File: src/rtl/reg_wb_buffer_pkg.sv
// Shared register-file geometry used by the write-back buffer and its forwarding logic.
package reg_wb_buffer_pkg;
  localparam int unsigned RF_DATA_WIDTH = 32;
  localparam int unsigned RF_ADDR_WIDTH = 5;
  localparam int unsigned RF_ADDR_NUM   = 32;
  localparam int unsigned WB_DEPTH      = 4;
endpackage

File: src/rtl/reg_wb_buffer_fwd_match.sv
// Newest-match lookup over the write-back queue: returns the data of the youngest valid
// entry whose destination equals raddr (x0 never hits).
module reg_wb_fwd_match #(
  parameter int unsigned DEPTH      = 4,
  parameter int unsigned DATA_WIDTH = 32,
  parameter int unsigned ADDR_WIDTH = 5,
  localparam int unsigned PTR_W     = $clog2(DEPTH)
) (
  input  logic [DEPTH-1:0][ADDR_WIDTH-1:0] waddrs,
  input  logic [DEPTH-1:0][DATA_WIDTH-1:0] wdatas,
  input  logic [DEPTH-1:0]                 valids,
  input  logic [PTR_W-1:0]                 tail,
  input  logic [ADDR_WIDTH-1:0]            raddr,
  output logic                             hit,
  output logic [DATA_WIDTH-1:0]            data
);

  logic [PTR_W-1:0] idx;

  // Walk from tail (oldest slot position) around to tail-1 (youngest); later matches override.
  always_comb begin
    hit  = 1'b0;
    data = '0;
    idx  = '0;
    for (int unsigned k = 0; k < DEPTH; k++) begin
      idx = tail + PTR_W'(k);
      if (raddr != '0 && valids[idx] && waddrs[idx] == raddr) begin
        hit  = 1'b1;
        data = wdatas[idx];
      end
    end
  end

endmodule

File: src/rtl/reg_wb_buffer.sv
// Write-back request queue in front of the register-file write port, with two-port
// newest-match forwarding so decode observes pending writes.
module reg_wb_buffer
  import reg_wb_buffer_pkg::*;
#(
  parameter int unsigned DEPTH      = WB_DEPTH,
  parameter int unsigned DATA_WIDTH = RF_DATA_WIDTH,
  parameter int unsigned ADDR_WIDTH = RF_ADDR_WIDTH
) (
  input  logic                  clk,
  input  logic                  rst,
  input  logic                  in_valid,
  output logic                  in_ready,
  input  logic [ADDR_WIDTH-1:0] in_waddr,
  input  logic [DATA_WIDTH-1:0] in_wdata,
  input  logic                  drain_en,
  output logic                  rf_wen,
  output logic [ADDR_WIDTH-1:0] rf_waddr,
  output logic [DATA_WIDTH-1:0] rf_wdata,
  input  logic [ADDR_WIDTH-1:0] raddr1,
  input  logic [ADDR_WIDTH-1:0] raddr2,
  output logic                  fwd_hit1,
  output logic [DATA_WIDTH-1:0] fwd_data1,
  output logic                  fwd_hit2,
  output logic [DATA_WIDTH-1:0] fwd_data2,
  output logic                  empty
);

  localparam int unsigned PTR_W      = $clog2(DEPTH);
  localparam logic [PTR_W:0] FULL_CNT = (PTR_W + 1)'(DEPTH);

  logic [DEPTH-1:0][ADDR_WIDTH-1:0] ent_addr;
  logic [DEPTH-1:0][DATA_WIDTH-1:0] ent_data;
  logic [DEPTH-1:0]                 ent_valid;
  logic [PTR_W-1:0]                 head;
  logic [PTR_W-1:0]                 tail;
  logic [PTR_W:0]                   count;
  logic                             accept;
  logic                             store;

  assign empty    = (count == '0);
  assign in_ready = !rst && (count != FULL_CNT);
  assign accept   = in_valid && in_ready;
  // x0 writes complete the handshake but never occupy a slot.
  assign store    = accept && (in_waddr != '0);
  assign rf_wen   = !empty && drain_en && !rst;
  assign rf_waddr = empty ? '0 : ent_addr[head];
  assign rf_wdata = empty ? '0 : ent_data[head];

  always_ff @(posedge clk) begin
    if (rst) begin
      head      <= '0;
      tail      <= '0;
      count     <= '0;
      ent_valid <= '0;
    end else begin
      if (store) begin
        ent_valid[tail] <= 1'b1;
        tail            <= tail + 1'b1;
      end
      if (rf_wen) begin
        ent_valid[head] <= 1'b0;
        head            <= head + 1'b1;
      end
      case ({store, rf_wen})
        2'b10:   count <= count + 1'b1;
        2'b01:   count <= count - 1'b1;
        default: count <= count;
      endcase
    end
  end

  always_ff @(posedge clk) begin
    if (store) begin
      ent_addr[tail] <= in_waddr;
      ent_data[tail] <= in_wdata;
    end
  end

  reg_wb_fwd_match #(
    .DEPTH(DEPTH), .DATA_WIDTH(DATA_WIDTH), .ADDR_WIDTH(ADDR_WIDTH)
  ) u_fwd1 (
    .waddrs(ent_addr), .wdatas(ent_data), .valids(ent_valid), .tail(tail),
    .raddr(raddr1), .hit(fwd_hit1), .data(fwd_data1)
  );

  reg_wb_fwd_match #(
    .DEPTH(DEPTH), .DATA_WIDTH(DATA_WIDTH), .ADDR_WIDTH(ADDR_WIDTH)
  ) u_fwd2 (
    .waddrs(ent_addr), .wdatas(ent_data), .valids(ent_valid), .tail(tail),
    .raddr(raddr2), .hit(fwd_hit2), .data(fwd_data2)
  );

endmodule

File: config.mk
export PLATFORM = sky130hd
export DESIGN_NAME = reg_wb_buffer
export DESIGN_NICKNAME = d
export VERILOG_FILES = /design/src/rtl/reg_wb_buffer_pkg.sv /design/src/rtl/reg_wb_buffer_fwd_match.sv /design/src/rtl/reg_wb_buffer.sv
export SDC_FILE = /design/constraint.sdc
export NUM_CORES = 1
export LEC_CHECK = 0
export BUFFER_PORTS_ARGS = -buffer_cell sky130_fd_sc_hd__buf_4
export CORE_ASPECT_RATIO = 0.75
export CORE_MARGIN = 5
export CORE_UTILIZATION = 45
export CTS_CLUSTER_DIAMETER = 120
export DETAILED_ROUTE_END_ITERATION = 12
export GPL_TIMING_DRIVEN = 0
export SYNTH_ARGS = -nofsm -noshare
export SYNTH_HDL_FRONTEND = slang
export SYNTH_SLANG_ARGS = --single-unit
File: constraint.sdc
create_clock -name clk -period 11.2 [get_ports clk]
set_clock_uncertainty 0.05 [all_clocks]
set_input_delay 1.68 -clock clk [delete_from_list [all_inputs] [get_ports clk]]
set_output_delay 1.68 -clock clk [all_outputs]
set_load 0.02 [all_outputs]
==> results.txt, run 1 <==
Initial drt markers = 1535
CTS resizes = 0
Hold Slack = 0.471 ns
Setup Buffers After CTS = 0
Via count = 10800
Share of post-route cells with drive strength above 1 = 0.311
Final period utilization = 0.736
Cts hold-fix bufs = 0
CP Launch Type = flip-flop
Initial antenna violation count = 0
Synth Net Count = 1141
Worst min-delay path class = reg -> reg
RR Startpoint = tail[0]
# fillers = 2357
Die Ht = 153 µm
GRT Residual Overflow = 0
Worst skew pair latency = 0.44 ns
First-pass GRT wire length = 66.4 mm
Number of clock sinks = 159
Vias per cell = 6.72
Cell mode on critical path = buf_2
CP peak stage delay = 0.77 ns
Internal reg-to-reg setup slack = 6.64 ns
RePlAce Congestion = 0.949
Core Util, Final = 0.537
Setup TNS = 0 ns
Post-synth top area cell = edfxtp_1
Final setup vio count = 0
Cell count along the critical path = 16
Unique masters post-synth = 43
Cells after DPL = 1582
Nets = 1311
Crit Path Category = reg -> out
Clock Path Buffers = 2
TritonCTS Buffers = 17
Fin. Hold Viols = 0
Critical Path End Type = primary output
Ys Warns = 0
Antenna viol nets, final = 0
Crit path to = fwd_data1[23]
Post-synthesis sequential area ratio = 0.379
Final Max Tran Viols = 0
Required @ worst endpoint = 9.47 ns
Tmin final = 8.25 ns
Port Buffers = 147
WP data arrival = 6.52 ns
Slowest library cell on the worst path = nor4_4
Mapped Area = 12300 µm²
HPWL after DPL = 32.2 mm
Crit path buffers/inverters = 9
Die Area = 30800 µm²
Delay-heaviest family, CP = buffers and inverters
Vias in the first global route = 10300
Initial DRT Pass Iterations = 7
Synth-to-layout area growth = 17.9%
ANT cells = 0
CTS tree = yes
Top cells by area, synth = edfxtp_1 (36%), mux4_2 (21%), a21oi_1 (3.9%)
Gate count of the mapped netlist = 1080
Die W = 201 µm
Power per cell area = 122 nW/µm²
Worst r2r path cells = 12
Worst VDD drop = 0.104 mV
FP Rows = 52
Core box area = 27000 µm²
RSZ-0062 raised after global routing = no
Slew @ Worst Pin = 1.27 ns
PnR Total Power = 1.77 mW
CP max FO = 10
Synth Flop Type = edfxtp_1
Max Fclk = 121 MHz
DRT Wirelength = 45.2 mm
Relative slew margins = 0.142
Ys async rst share = 0
GRT Total Usage = 0.285
Post-synth EDFFs = 148
Worst setup startpoint = tail[0]
Leak = 4.78 nW
Largest net degree at the start of global routing = 26
Clock transition at path regs = 0.06 ns
CTS H-tree lvls = 4
Avg Synthesized Cell Area = 11.4 µm²
Status = completed
FF-to-FF End = tail[1]
DR WL/cell = 28.0 µm
Synthesized flop and latch total = 159
Clock root cell = clkbuf_16
Hold Startpoint = ent_valid[1]
Non-Filler Instances = 1614
Share of the synthesized area in the top cell type = 0.361
Initial core utilization = 0.456
Critical Path, Cell by Cell = buf_2 -> buf_4 -> buf_2 -> buf_2 -> buf_2 -> inv_1 -> ha_1 -> buf_6 -> mux4_2 -> xnor2_1 -> nand4_1 -> nor4_4 -> clkbuf_1 -> a211oi_1 -> o22ai_1 -> buf_4
Max-cap violations = 0
Post-route DRC violation count = 0
Ports = 157
-- flip-flops by register name, indices dropped and copies added, names as in the netlist --
register   cells
ent_data     128
ent_addr      20
ent_valid      4
count          3
head           2
tail           2
-- tightest hold or removal path, stage by stage, from the launching register on --
cell	delay [ns]
dfxtp_1	0.32
nor2_1	0.10
a211oi_1	0.05
-- cells by family after synthesis --
kind of cell / after synthesis / share of synthesized area
multiplexers: 201 / 0.282
AND/OR/NAND/NOR: 268 / 0.110
adder cells (fa/ha/maj): 10 / 0.0108
AO/OA/AOI/OAI: 280 / 0.147
buffers and inverters: 122 / 0.0416
XOR/XNOR: 40 / 0.0285
flip-flops: 159 / 0.379
-- worst min path at each step --
stage              endpoint  slack (ns)  depth (start not counted)
6_report       ent_valid[1]        0.47                          2
5_1_grt        ent_valid[3]        0.50                          2
4_1_cts            count[2]        0.46                          2
3_5_place_dp       count[2]        0.46                          2
3_3_place_gp       count[2]        0.44                          2
2_1_floorplan      count[2]        0.42                          2
-- power breakdown --
group | internal (mW) | leakage (nW) | total, mW | switching, mW
sequential | 0.666 | 1.43 | 0.680 | 0.0139
combinational | 0.208 | 3.08 | 0.513 | 0.304
clock | 0.330 | 0.273 | 0.577 | 0.247
-- synthesized netlist by cell type, drive strengths merged, types with 2 or more instances --
master,count
a211oi,18
a21oi,97
a221oi,24
and2,25
buf,53
clkbuf,59
dfxtp,11
edfxtp,148
ha,9
inv,10
mux2,41
mux2i,47
mux4,113
nand2,84
nand3,2
nand4,4
nor2,51
nor2b,41
nor3,21
nor3b,20
nor4,14
o211ai,3
o21ai,66
o22ai,32
o31ai,34
or3,4
xnor2,29
xor2,11
-- routing by layer --
metal | vias to the layer above | GRT usage | part of all wire
li1 | 4594 | - | -
met1 | 5311 | 0.417 | 0.42
met2 | 838 | 0.412 | 0.42
met3 | 98 | 0.0907 | 0.13
met4 | 0 | 0.0730 | 0.026
met5 | - | 0 | 0
-- placed cells by master, fill, tap and decap left out, types with 34 or more instances in the layout --
cell,synthesis,final
a21oi_1,97,97
buf_4,3,150
clkbuf_1,59,62
edfxtp_1,148,148
mux2_2,41,41
mux2i_1,47,47
mux4_2,113,113
nand2_1,84,84
nor2_1,51,51
nor2b_1,41,41
o21ai_0,66,66
o31ai_1,34,34
-- layout make-up --
class                      count  area [µm²]  share of cell area
clock buffer                  24         492              0.0339
clock inverter                 8        80.1             0.00552
sequential                   159        4660               0.321
tap                          351         439              0.0303
inverter                      10        37.5             0.00259
multi-input combinational    799        7140               0.492
timing repair buffer         151        1180              0.0816
buffer                       112         474              0.0327
-- through the flow --
step / area, µm² / setup WS [ns]
6_report: 14500 / 2.95
4_1_cts: 14500 / 3.12
5_1_grt: 14500 / 2.69
2_1_floorplan: 12300 / 5.25
3_5_place_dp: 13900 / 3.61
3_3_place_gp: 13900 / 3.61
Power figures use the tool's default switching activity.
==> inputs of run 2 (changes only) <==
- ABC_AREA: unset -> 1
- PLACE_DENSITY: unset -> 0.67
- clock period: 11.2 -> 6.9 ns (I/O delays scaled with it)
==> run 2 against run 1 <==
Effect of this change:
- global-route usage up 5.3 points
- synthesized cell count increased by 88%
- combinational power is 110% higher
- core utilization is 0.19 points higher
- clock power increased by 51%
- area after synthesis rose by 4.4%
- hold slack got worse by 0.032 ns
- highest routed layer unchanged
==> results.txt, run 2 <==
Commonest non-fill, non-tap cell in the layout = nand2_1
Biggest regs = ent_data x128, ent_addr x20, ent_valid x4
Vias per cell = 5.70
Post-synthesis sequential area ratio = 0.363
Die W = 205 µm
Max-cap violations = 0
Largest net degree at the start of global routing = 30
Setup TNS = 0 ns
DRT Wirelength = 56.2 mm
Fin. Hold Viols = 0
Crit Path Category = reg -> out
Cts hold-fix bufs = 0
Share of the synthesized area in the top cell type = 0.346
List of most frequent post-synthesis cells = nand2_1 (624), o21ai_0 (301), nor2_1 (284)
Slowest library cell on the worst path = clkbuf_1
Post-route DRC violation count = 0
Slew @ Worst Pin = 0.759 ns
ANT cells = 0
RePlAce Congestion = 1.02
Avg Synthesized Cell Area = 6.31 µm²
Ports = 157
Initial drt markers = 2114
Max Fclk = 171 MHz
GRT met2 Usage = 0.423
Number of clock sinks = 159
CTS H-tree lvls = 4
Worst min-delay path class = reg -> reg
Share of post-route cells with drive strength above 1 = 0.127
Top cells by area, synth = edfxtp_1 (35%), nand2_1 (18%), o21ai_0 (12%)
Die Ht = 156 µm
Post-synth top area cell = edfxtp_1
Gate count of the mapped netlist = 2035
Most flops, register = ent_data
Leak = 6.97 nW
Core Util, Final = 0.539
Most common cell in the synthesized netlist = nand2_1
Core box area = 28100 µm²
CP max FO = 11
Relative slew margins = 0.493
TritonCTS Buffers = 17
First-pass GRT wire length = 81.4 mm
Initial DRT Pass Iterations = 6
Die Area = 32100 µm²
Post-synth EDFFs = 148
Initial antenna violation count = 0
CTS resizes = 0
Synth Flop Type = edfxtp_1
Ys async rst share = 0
CP Launch Type = flip-flop
CTS tree = yes
Power per cell area = 202 nW/µm²
Initial core utilization = 0.457
Clock transition at path regs = 0.07 ns
Critical Path End Type = primary output
Final setup vio count = 0
Tmin final = 5.86 ns
Port Buffers = 154
Unique masters post-synth = 28
Met1 Resource Use GR = 0.546
DR WL/cell = 21.5 µm
Ys Warns = 0
GRT Total Usage = 0.338
Status = completed
Final Max Tran Viols = 0
CP peak stage delay = 0.57 ns
Critical Path, Cell by Cell = inv_2 -> buf_4 -> buf_2 -> buf_2 -> buf_2 -> ha_1 -> inv_2 -> buf_2 -> nand3_1 -> nand2_1 -> o21ai_0 -> nor2_1 -> nand2_1 -> nor2_4 -> clkbuf_1 -> nand2_1 -> nand2_1 -> buf_4
Mapped Area = 12800 µm²
FP Rows = 53
Synth-to-layout area growth = 18.0%
RSZ-0062 raised after global routing = no
GRT Residual Overflow = 0
Setup Buffers After CTS = 0
HPWL after DPL = 44.9 mm
Worst skew pair latency = 0.42 ns
Nets = 2273
Vias in the first global route = 12900
Hold Slack = 0.439 ns
Worst VDD drop = 0.296 mV
WP data arrival = 4.77 ns
Clock Path Buffers = 2
Via count = 14900
Clock root cell = clkbuf_16
Most used routing layer = met1
Antenna viol nets, final = 0
Final period utilization = 0.849
Synthesized flop and latch total = 159
Required @ worst endpoint = 5.81 ns
Max reg flops = 128
Met3 usage = 0.137
Most frequent cells in the layout = nand2_1 (624), o21ai_0 (301), nor2_1 (280)
Synth Net Count = 2096
-- run 2: changes by cell type after synthesis, sizes merged, moves of 34 or more --
cell,change
nand3,+120
o31ai,-34
mux2i,-47
a21oi,+46
inv,+150
nand2,+540
mux2,-41
nor2,+238
o21ai,+266
nor2b,-41
mux4,-113
-- run 2: path summary, 6_finish.rpt --
check,from,to,slack (ns),cells after the start
setup / recovery,tail[0],fwd_data2[14],1.04,18
setup reg to reg,tail[0],tail[1],3.13,12
hold / removal,count[0],count[0],0.44,2
hold reg to reg,count[0],count[0],0.44,2
-- run 2: cell type report --
type | count | area (µm²)
repair buffers | 158 | 1250
multi-input cells | 1573 | 6970
fillers | 2869 | 13000
clock buffers | 17 | 425
well taps | 385 | 482
inverters | 160 | 601
flip-flops and latches | 159 | 4660
plain buffers | 143 | 644
clock inverters | 15 | 125
-- run 2: where the power goes --
part | switching, mW | leakage (nW) | total (mW) | internal [mW]
registers | 0.0245 | 1.43 | 1.11 | 1.08
logic | 0.780 | 5.26 | 1.09 | 0.307
clock network | 0.401 | 0.273 | 0.873 | 0.473
-- run 2: worst max-delay path, delay by kind of cell (launching register included) --
kind	cells	cell delay, ns
simple gates	7	1.11
buf+inv	9	2.38
compound gates	1	0.12
fa+ha+maj	1	0.35
flops	1	0.39
-- run 2: logic make-up after synthesis --
group / after synthesis / synth area share
buffers and inverters: 303 / 0.0969
adders and majority gates: 10 / 0.0103
xor gates and xnor gates: 4 / 0.00273
and+or+nand+nor: 1063 / 0.330
AOI/OAI and AO/OA: 496 / 0.197
DFF: 159 / 0.363
-- run 2: per-stage QoR --
step	power (mW)	area, µm²	setup WS [ns]	cells
after global placement	2.15	14500	1.52	2574
after CTS	3.03	15200	1.23	2610
after detailed placement	2.17	14600	1.70	2578
after global routing	3.19	15200	0.807	2610
final	3.07	15200	1.04	2610
after floorplan	1.73	12800	2.88	2035
-- run 2: metal layers --
layer  share of wire  vias to the layer above
met5               0                        -
met1            0.45                     6747
met4          0.0068                        0
met3            0.18                       30
li1                -                     7013
met2            0.36                     1098
